--- src/rtl/lsu_pkg.sv ---
// Load/store opcode encoding shared by the execute and memory stages.
package lsu_pkg;

    typedef enum logic [2:0] {
        LsuLb, LsuLh, LsuLw, LsuLbu, LsuLhu, LsuSb, LsuSh, LsuSw
    } lsuop_t;

endpackage

--- src/rtl/mem_stage_pkg.sv ---
// Memory-stage types: EX/MEM payload, writeback and forwarding bundles, FSM states.
package mem_stage_pkg;
    import lsu_pkg::*;

    typedef struct packed {
        logic [31:0] opr_res;
        logic [31:0] opr_b;
        logic [4:0]  rd;
        logic [31:0] pc4;
        logic        rf_en;
        logic        dm_en;
        logic [1:0]  wb_sel;
        lsuop_t      lsuop;
    } ex_stage_out_t;

    typedef struct packed {
        logic        valid;
        logic [31:0] opr_res;
        logic [31:0] ld_data;
        logic [31:0] pc4;
        logic [4:0]  rd;
        logic        rf_en;
        logic [1:0]  wb_sel;
    } mem_stage_out_t;

    typedef struct packed {
        logic        rf_en;
        logic [4:0]  rd;
        logic [31:0] opr_res;
    } ex_stage_in_frm_mem_t;

    typedef enum logic [1:0] {StIdle, StReq, StRsp} mem_state_t;

    function automatic logic is_load(lsuop_t op);
        return op inside {LsuLb, LsuLh, LsuLw, LsuLbu, LsuLhu};
    endfunction

    function automatic logic is_store(lsuop_t op);
        return op inside {LsuSb, LsuSh, LsuSw};
    endfunction

endpackage

--- src/rtl/lsu_align.sv ---
// Byte-lane alignment: store byte enables and data replication, load extraction and extension.
module lsu_align
    import lsu_pkg::*;
(
    input  logic [1:0]  addr_lo_i,
    input  lsuop_t      lsuop_i,
    input  logic [31:0] st_data_i,
    input  logic [31:0] rdata_i,
    output logic [3:0]  be_o,
    output logic [31:0] wdata_o,
    output logic [31:0] ld_data_o
);

    logic [31:0] shifted;

    always_comb begin
        be_o    = 4'b1111;
        wdata_o = st_data_i;
        // Shifts in a 4-bit context drop enables past the addressed word.
        case (lsuop_i)
            LsuSb: begin
                be_o    = 4'b0001 << addr_lo_i;
                wdata_o = {4{st_data_i[7:0]}};
            end
            LsuSh: begin
                be_o    = 4'b0011 << addr_lo_i;
                wdata_o = {2{st_data_i[15:0]}};
            end
            default: ;
        endcase
    end

    always_comb begin
        shifted   = rdata_i >> {addr_lo_i, 3'b000};
        ld_data_o = shifted;
        case (lsuop_i)
            LsuLb:   ld_data_o = {{24{shifted[7]}}, shifted[7:0]};
            LsuLbu:  ld_data_o = {24'b0, shifted[7:0]};
            LsuLh:   ld_data_o = {{16{shifted[15]}}, shifted[15:0]};
            LsuLhu:  ld_data_o = {16'b0, shifted[15:0]};
            default: ;
        endcase
    end

endmodule

--- src/rtl/mem_stage.sv ---
// Memory stage: EX/MEM register, data-bus FSM and stall generation.
// Optional misaligned-access trap enabled by defining MEM_MISALIGN_TRAP_EN.
module mem_stage
    import lsu_pkg::*;
    import mem_stage_pkg::*;
#(
    parameter int unsigned DATA_WIDTH = 32
) (
    input  logic                    clk,
    input  logic                    rst_n,
    input  ex_stage_out_t           mem_stage_in,
    input  logic                    ex_flush,
    output logic                    mem_busy,
    output logic                    dbus_req_valid,
    input  logic                    dbus_req_ready,
    output logic [31:0]             dbus_addr,
    output logic                    dbus_we,
    output logic [3:0]              dbus_be,
    output logic [DATA_WIDTH-1:0]   dbus_wdata,
    input  logic                    dbus_rsp_valid,
    input  logic [DATA_WIDTH-1:0]   dbus_rdata,
    output mem_stage_out_t          mem_stage_out,
    output ex_stage_in_frm_mem_t    mem_fwd
`ifdef MEM_MISALIGN_TRAP_EN
    ,
    output logic                    misalign_exc
`endif
);

    mem_state_t    state_q, state_d;
    ex_stage_out_t ent_q, ent_d;
    logic          vld_q, vld_d;
    logic          trap_q, trap_d;
    logic          in_misalign, start, ent_ld, ent_st, done_st, done_ld;
    logic [31:0]   ld_data;

`ifdef MEM_MISALIGN_TRAP_EN
    always_comb begin
        in_misalign = 1'b0;
        case (mem_stage_in.lsuop)
            LsuLh, LsuLhu, LsuSh: in_misalign = mem_stage_in.opr_res[0];
            LsuLw, LsuSw:         in_misalign = |mem_stage_in.opr_res[1:0];
            default: ;
        endcase
    end
    assign misalign_exc = trap_q;
`else
    assign in_misalign = 1'b0;
`endif

    assign start   = !ex_flush && mem_stage_in.dm_en && !in_misalign;
    assign ent_ld  = is_load(ent_q.lsuop);
    assign ent_st  = is_store(ent_q.lsuop);
    assign done_st = (state_q == StReq) && ent_st && dbus_req_ready;
    assign done_ld = (state_q == StRsp) && dbus_rsp_valid;

    assign mem_busy = ((state_q == StReq) && !(dbus_req_ready && ent_st))
                    || ((state_q == StRsp) && !dbus_rsp_valid)
                    || ((state_q == StReq) && ent_ld);

    always_comb begin
        state_d = state_q;
        ent_d   = ent_q;
        vld_d   = vld_q;
        trap_d  = trap_q;
        if (!mem_busy) begin
            // Every non-stalled edge retires the current entry and takes the next one.
            ent_d   = mem_stage_in;
            vld_d   = !ex_flush;
            trap_d  = !ex_flush && mem_stage_in.dm_en && in_misalign;
            state_d = start ? StReq : StIdle;
            if (ex_flush) begin
                ent_d.rf_en = 1'b0;
            end
        end else if ((state_q == StReq) && dbus_req_ready && ent_ld) begin
            state_d = StRsp;
        end
    end

    always_ff @(posedge clk or negedge rst_n) begin
        if (!rst_n) begin
            state_q <= StIdle;
            ent_q   <= '0;
            vld_q   <= 1'b0;
            trap_q  <= 1'b0;
        end else begin
            state_q <= state_d;
            ent_q   <= ent_d;
            vld_q   <= vld_d;
            trap_q  <= trap_d;
        end
    end

    lsu_align u_lsu_align (
        .addr_lo_i (ent_q.opr_res[1:0]),
        .lsuop_i   (ent_q.lsuop),
        .st_data_i (ent_q.opr_b),
        .rdata_i   (dbus_rdata),
        .be_o      (dbus_be),
        .wdata_o   (dbus_wdata),
        .ld_data_o (ld_data)
    );

    assign dbus_req_valid = (state_q == StReq);
    assign dbus_addr      = {ent_q.opr_res[31:2], 2'b00};
    assign dbus_we        = ent_st;

    always_comb begin
        mem_stage_out         = '0;
        mem_stage_out.valid   = vld_q && (!ent_q.dm_en || trap_q || done_st || done_ld);
        mem_stage_out.opr_res = ent_q.opr_res;
        mem_stage_out.ld_data = ld_data;
        mem_stage_out.pc4     = ent_q.pc4;
        mem_stage_out.rd      = ent_q.rd;
        mem_stage_out.rf_en   = ent_q.rf_en && !trap_q;
        mem_stage_out.wb_sel  = ent_q.wb_sel;
    end

    always_comb begin
        mem_fwd         = '0;
        mem_fwd.rf_en   = vld_q && ent_q.rf_en && !trap_q;
        mem_fwd.rd      = ent_q.rd;
        mem_fwd.opr_res = ent_q.opr_res;
    end

endmodule

--- config.mk ---
export PLATFORM = sky130hd
export DESIGN_NAME = mem_stage
export DESIGN_NICKNAME = d
export VERILOG_FILES = /design/src/rtl/lsu_pkg.sv /design/src/rtl/mem_stage_pkg.sv /design/src/rtl/lsu_align.sv /design/src/rtl/mem_stage.sv
export SDC_FILE = /design/constraint.sdc
export NUM_CORES = 1
export LEC_CHECK = 0
export BUFFER_PORTS_ARGS = -buffer_cell sky130_fd_sc_hd__buf_2
export CORE_AREA = 2 2 139 141
export DETAILED_ROUTE_END_ITERATION = 10
export DIE_AREA = 0 0 141 143
export GPL_ROUTABILITY_DRIVEN = 0
export HOLD_SLACK_MARGIN = 0.03
export PLACE_DENSITY_LB_ADDON = 0.12
export REMOVE_ABC_BUFFERS = 1
export SKIP_LAST_GASP = 1
export SYNTH_ARGS = -nofsm -noshare
export SYNTH_HDL_FRONTEND = slang
export SYNTH_SLANG_ARGS = --single-unit
--- constraint.sdc ---
create_clock -name clk -period 1.68 [get_ports clk]
set_input_delay 0.084 -clock clk [delete_from_list [all_inputs] [get_ports clk]]
set_output_delay 0.084 -clock clk [all_outputs]
set_load 0.01 [all_outputs]
# Word level (Yosys, flattened, before mapping)
# Cells that the tools add are included.
# classes
add_sub_neg	0
n_mul	0
div	0
order_cmp	0
eq_ne	10
n_shift	3
n_mux	7
bitwise_logic	0
reduce_logical	23
# op_table
operator	count
32-bit case mux with 4 select lines	1
32-bit case mux with 2 select lines	1
32-bit by 5-bit >> shifter with 32-bit output	1
3-bit == test, second input constant	4
1-bit logical AND	12
4-bit case mux with 2 select lines	1
3-bit by 2-bit == test with 1-bit output, second input constant	2
5-bit nonzero test	1
1-bit logical NOT	4
1-bit logical OR	4
2-bit 2-to-1 mux	2
1-bit by 2-bit left shift with 4-bit output, first input constant	1
2-bit by 2-bit left shift with 4-bit output, first input constant	1
3-bit by 1-bit == test with 1-bit output, second input constant	1
3-bit logical NOT	1
3-bit nonzero test	1
2-bit by 1-bit == test with 1-bit output, second input constant	1
2-bit == test, second input constant	1
1-bit 2-to-1 mux	2
2-bit by 1-bit inequality test with 1-bit output, second input constant	1
# totals
reg_bits	111
latch_bits	0
mem_bits_rw	0
romBits	0
in_bits	145
out_inout_bits	214
word_cells	53
memories	0

# Longest topological paths before layout
# logic_depth
depth_word	8
ltp_mapped	8
ltp_nobuf	6

# By module
# A second synthesis with hierarchy kept.
# hier_totals
cells_unflattened	590
area_unflattened_um2	7196.9
# modules_own_cells
module	instances	cells_each	area_per_inst_um2	seq_area_each_um2
mem_stage	1	394	5783.0	2777.7
lsu_align	1	196	1413.9	0.0

# Least setup slack after synthesis
# No wires, ideal clock.
# synth_timing
path_type	register to output
from	register ent_q, in the netlist mem_fwd[0]
to	output mem_stage_out[64] (netlist name)
t_arrival_ns	1.338
required_ns	1.596
setup_slack_ns	0.258
stages_incl_launch_ff	7
n_path_buf	2
path_cell_list	dfrtp_1 > buf_6 > mux2i_2 > mux2i_1 > o211ai_2 > buf_6 > nand2_1
# synth_rtl
element	line_no	text
start: declaration	mem_stage.sv:31	ex_stage_out_t ent_q, ent_d;
start signal: assignment	mem_stage.sv:88	ent_q <= ent_d;
end: declaration	mem_stage.sv:22	output mem_stage_out_t mem_stage_out,

==> run metrics <==
outcome=complete, but fails checks; failing checks=setup timing; mux share of post-synthesis cell area=0.0575; largest net degree at the start of global routing=slightly below 60; filler cell count=1640; CTS sink cnt=111; n_diodes=0; DR vias=6737; CTS tree=yes; row cnt=50; predominant post-synthesis flop cell=dfrtp_1; worst r2r src=ent_q[2]$_DFFE_PN0N_; final hold violations=0; Worst VDD drop=between 0.0006 and 0.0007 V; P_leak=5.87 nW; sequential cell area fraction in the yosys report=0.416; R2R Setup Slk=-0.17 ns; die area=between 0.02 and 0.025 mm^2; Total GRT Usage=0.207; number of I/O pins=roughly 360; Period Utilization, post-route=1.16; Reg clk slew, reported paths=0.07 ns; Worst Path Buf+Inv=4; Reg-to-Reg End=ent_q[63]$_DFFE_PN0N_; Synth top area share=0.416; Netlist cell types=42; Die Width=around 140 um; Setup violations, final=166; TritonCTS Buffers=9; CP endpoint kind=output port; H-tree depth=3; pre-CTS setup slack=0.0244 ns; CP cell instances=buf_4 -> buf_12 -> buf_4 -> mux2i_1 -> o2bb2ai_1 -> o21ai_0 -> nand2_1 -> buf_2; Cells after Synth=about 810; most common cell after layout, fill and taps aside=buf_2; total gr overflow=0; number of buffers added on ports=356; Crit Path Class=reg2out; synth warn=0; latest clock arrival within the worst-skew pair=0.36 ns; Area contributors post-synth=dfrtp_1 (42%), nand2_1 (20%), buf_4 (18%); DP HPWL=14900 um; starting DRC count in detailed routing=between 200 and 250; chip height=approximately 140 um; Pre-antenna DRT Iters=5; Final Critical Period=1.95 ns; XOR/XNOR Fraction of Synth Area=0; WHS=between 0.08 and 0.09 ns; power density over the cells=1600 mW/mm^2; Final WS setup=-0.266 ns; Synth area leader=dfrtp_1; fin nets=1340; Peak Freq=0.514 GHz; most frequent cells in the layout=buf_2 (340), nand2_1 (207), dlygate4sd3_1 (111), dfrtp_1 (106), nand2_2 (101); vias in the first global route=6075; #FFs+latches synth=111; Startpoint Class=flip-flop; global-route wire length before repair=between 30000 and 40000 um; required time worst endpoint=1.60 ns; final core utilization=0.592; number of synthesized flops with an enable pin=0; Avg Inst Size Synth=8.23 um^2; Synth Area in Simple Gates=0.225; DR WL/cell=approximately 17 um; area grow syn2layout=64.7%; clock root buffer master=clkbuf_16; Synth Area in Adders=0; pins over their slew limit=0; asr flop ratio synth=1.00; Worst Hold Class=in2reg; Detail Route Antenna Nets=0; worst-path fanout max=10; Worst Setup EP=mem_stage_out[54]; max incr delay on CP=0.48 ns; CP dominant cell by count=buf_4; maximum clock path buffer count=2; post-synthesis compound-gate area fraction=0.0912; core area=~0.019 mm^2; Residual DRC=0; Levels on crit path=8; share of cells above drive strength 1=0.550; main combinational cell family by area after synthesis=simple AND/OR/NAND/NOR gates; Total Neg Setup Slack=-20.97 ns; unrepaired setup endpoints after global routing=true; Pwr Total=17.6 mW; Largest delay share family, worst path=buffers and inverters; Mapped Area=approximately 0.0067 mm^2; Arr. time, crit path=~1.9 ns; vias per cell=4.70; CP max stage cell=dfrtp_2; Starting Density=0.360; final wirelength=24600 um; max_cap viols=0; CP startpoint=mem_fwd[0]$_DFFE_PN0N_; clk_skew=0.0151 ns; reg2reg path depth=11; initial antenna violation count=0
-- through the flow --
stage | area [um^2] | std cells
finish | 11000 | 1434
CTS | 9530 | 1388
detailed placement | 7780 | 1250
floorplan | 5300 | 620
global placement | 7780 | 1250
global route | 11000 | 1434
-- synth_stat cells, types with 3 or more instances --
library cell,n
a21oi_1,16
o21ai_0,20
nor2b_1,9
buf_4,162
mux2i_1,19
clkbuf_1,8
dfrtp_1,111
mux2_2,15
nand2b_1,3
o22a_1,8
o22ai_1,16
inv_1,4
a211oi_1,8
buf_2,19
nand3_1,3
buf_6,4
o2bb2ai_1,7
nor3b_1,3
nand3b_1,3
nand2_1,350
-- report_power, final --
group	leakage, nW	switching (mW)	internal [mW]
clock network	0.142	1.13	1.05
logic	4.40	5.48	5.39
registers	1.32	0.951	3.58
-- what timing repair did --
action,CTS,global route
setup endpoints to repair,61,170
endpoints found under the hold margin,222,0
cloned,1,24
resized for setup,55,254
hold buffers,111,0
pin swaps,24,142
buffers inserted,10,24
-- layout make-up --
class / instances / area, um^2 / share of cell area
multi-input cells: 504 / 3210 / 0.292
flip-flops and latches: 111 / 2780 / 0.253
well taps: 234 / 293 / 0.0266
inverters: 5 / 23.8 / 0.00216
clock inverters: 6 / 62.6 / 0.00569
clock buffers: 10 / 229 / 0.0208
repair buffers: 564 / 4400 / 0.400
-- sequential cells by signal, indices dropped and copies added (netlist names) --
register and flops:
state_q 2, mem_stage_out 34, mem_fwd 7, dbus_addr 30, ent_q 37, vld_q 1
-- metal layers --
layer	vias to the layer above	wire (um)	global-route usage
met5	-	0	0
met4	0	557	0.0600
met3	35	1470	0.0366
met2	287	12500	0.367
met1	3188	10000	0.259
li1	3227	-	-
-- worst min-delay path by stage --
stage	cells after the start	start	slack, ns	end
2_1_floorplan	0	rst_n	-0.21	dbus_addr[10]$_DFFE_PN0N_
3_3_place_gp	1	rst_n	-0.06	ent_q[64]$_DFFE_PN0N_
3_5_place_dp	1	rst_n	-0.06	ent_q[64]$_DFFE_PN0N_
4_1_cts	3	dbus_rsp_valid	0.07	state_q[1]$_DFFE_PN0P_
5_1_grt	3	dbus_rsp_valid	0.08	state_q[1]$_DFFE_PN0P_
6_report	3	dbus_rsp_valid	0.09	state_q[1]$_DFFE_PN0P_
-- kinds of logic after synthesis --
| family | after synthesis |
|---|---|
| multiplexers | 36 |
| other | 1 |
| AO/OA/AOI/OAI | 89 |
| buffers and inverters | 198 |
| AND/OR/NAND/NOR | 377 |
| flip-flops | 111 |
-- tightest hold or removal path, delay by kind of cell --
family                 cells  cell delay (ns)
AOI/OAI and AO/OA          1             0.15
buffers and inverters      1             0.10
and+or+nand+nor            1             0.06
Power figures use the tool's default switching activity.
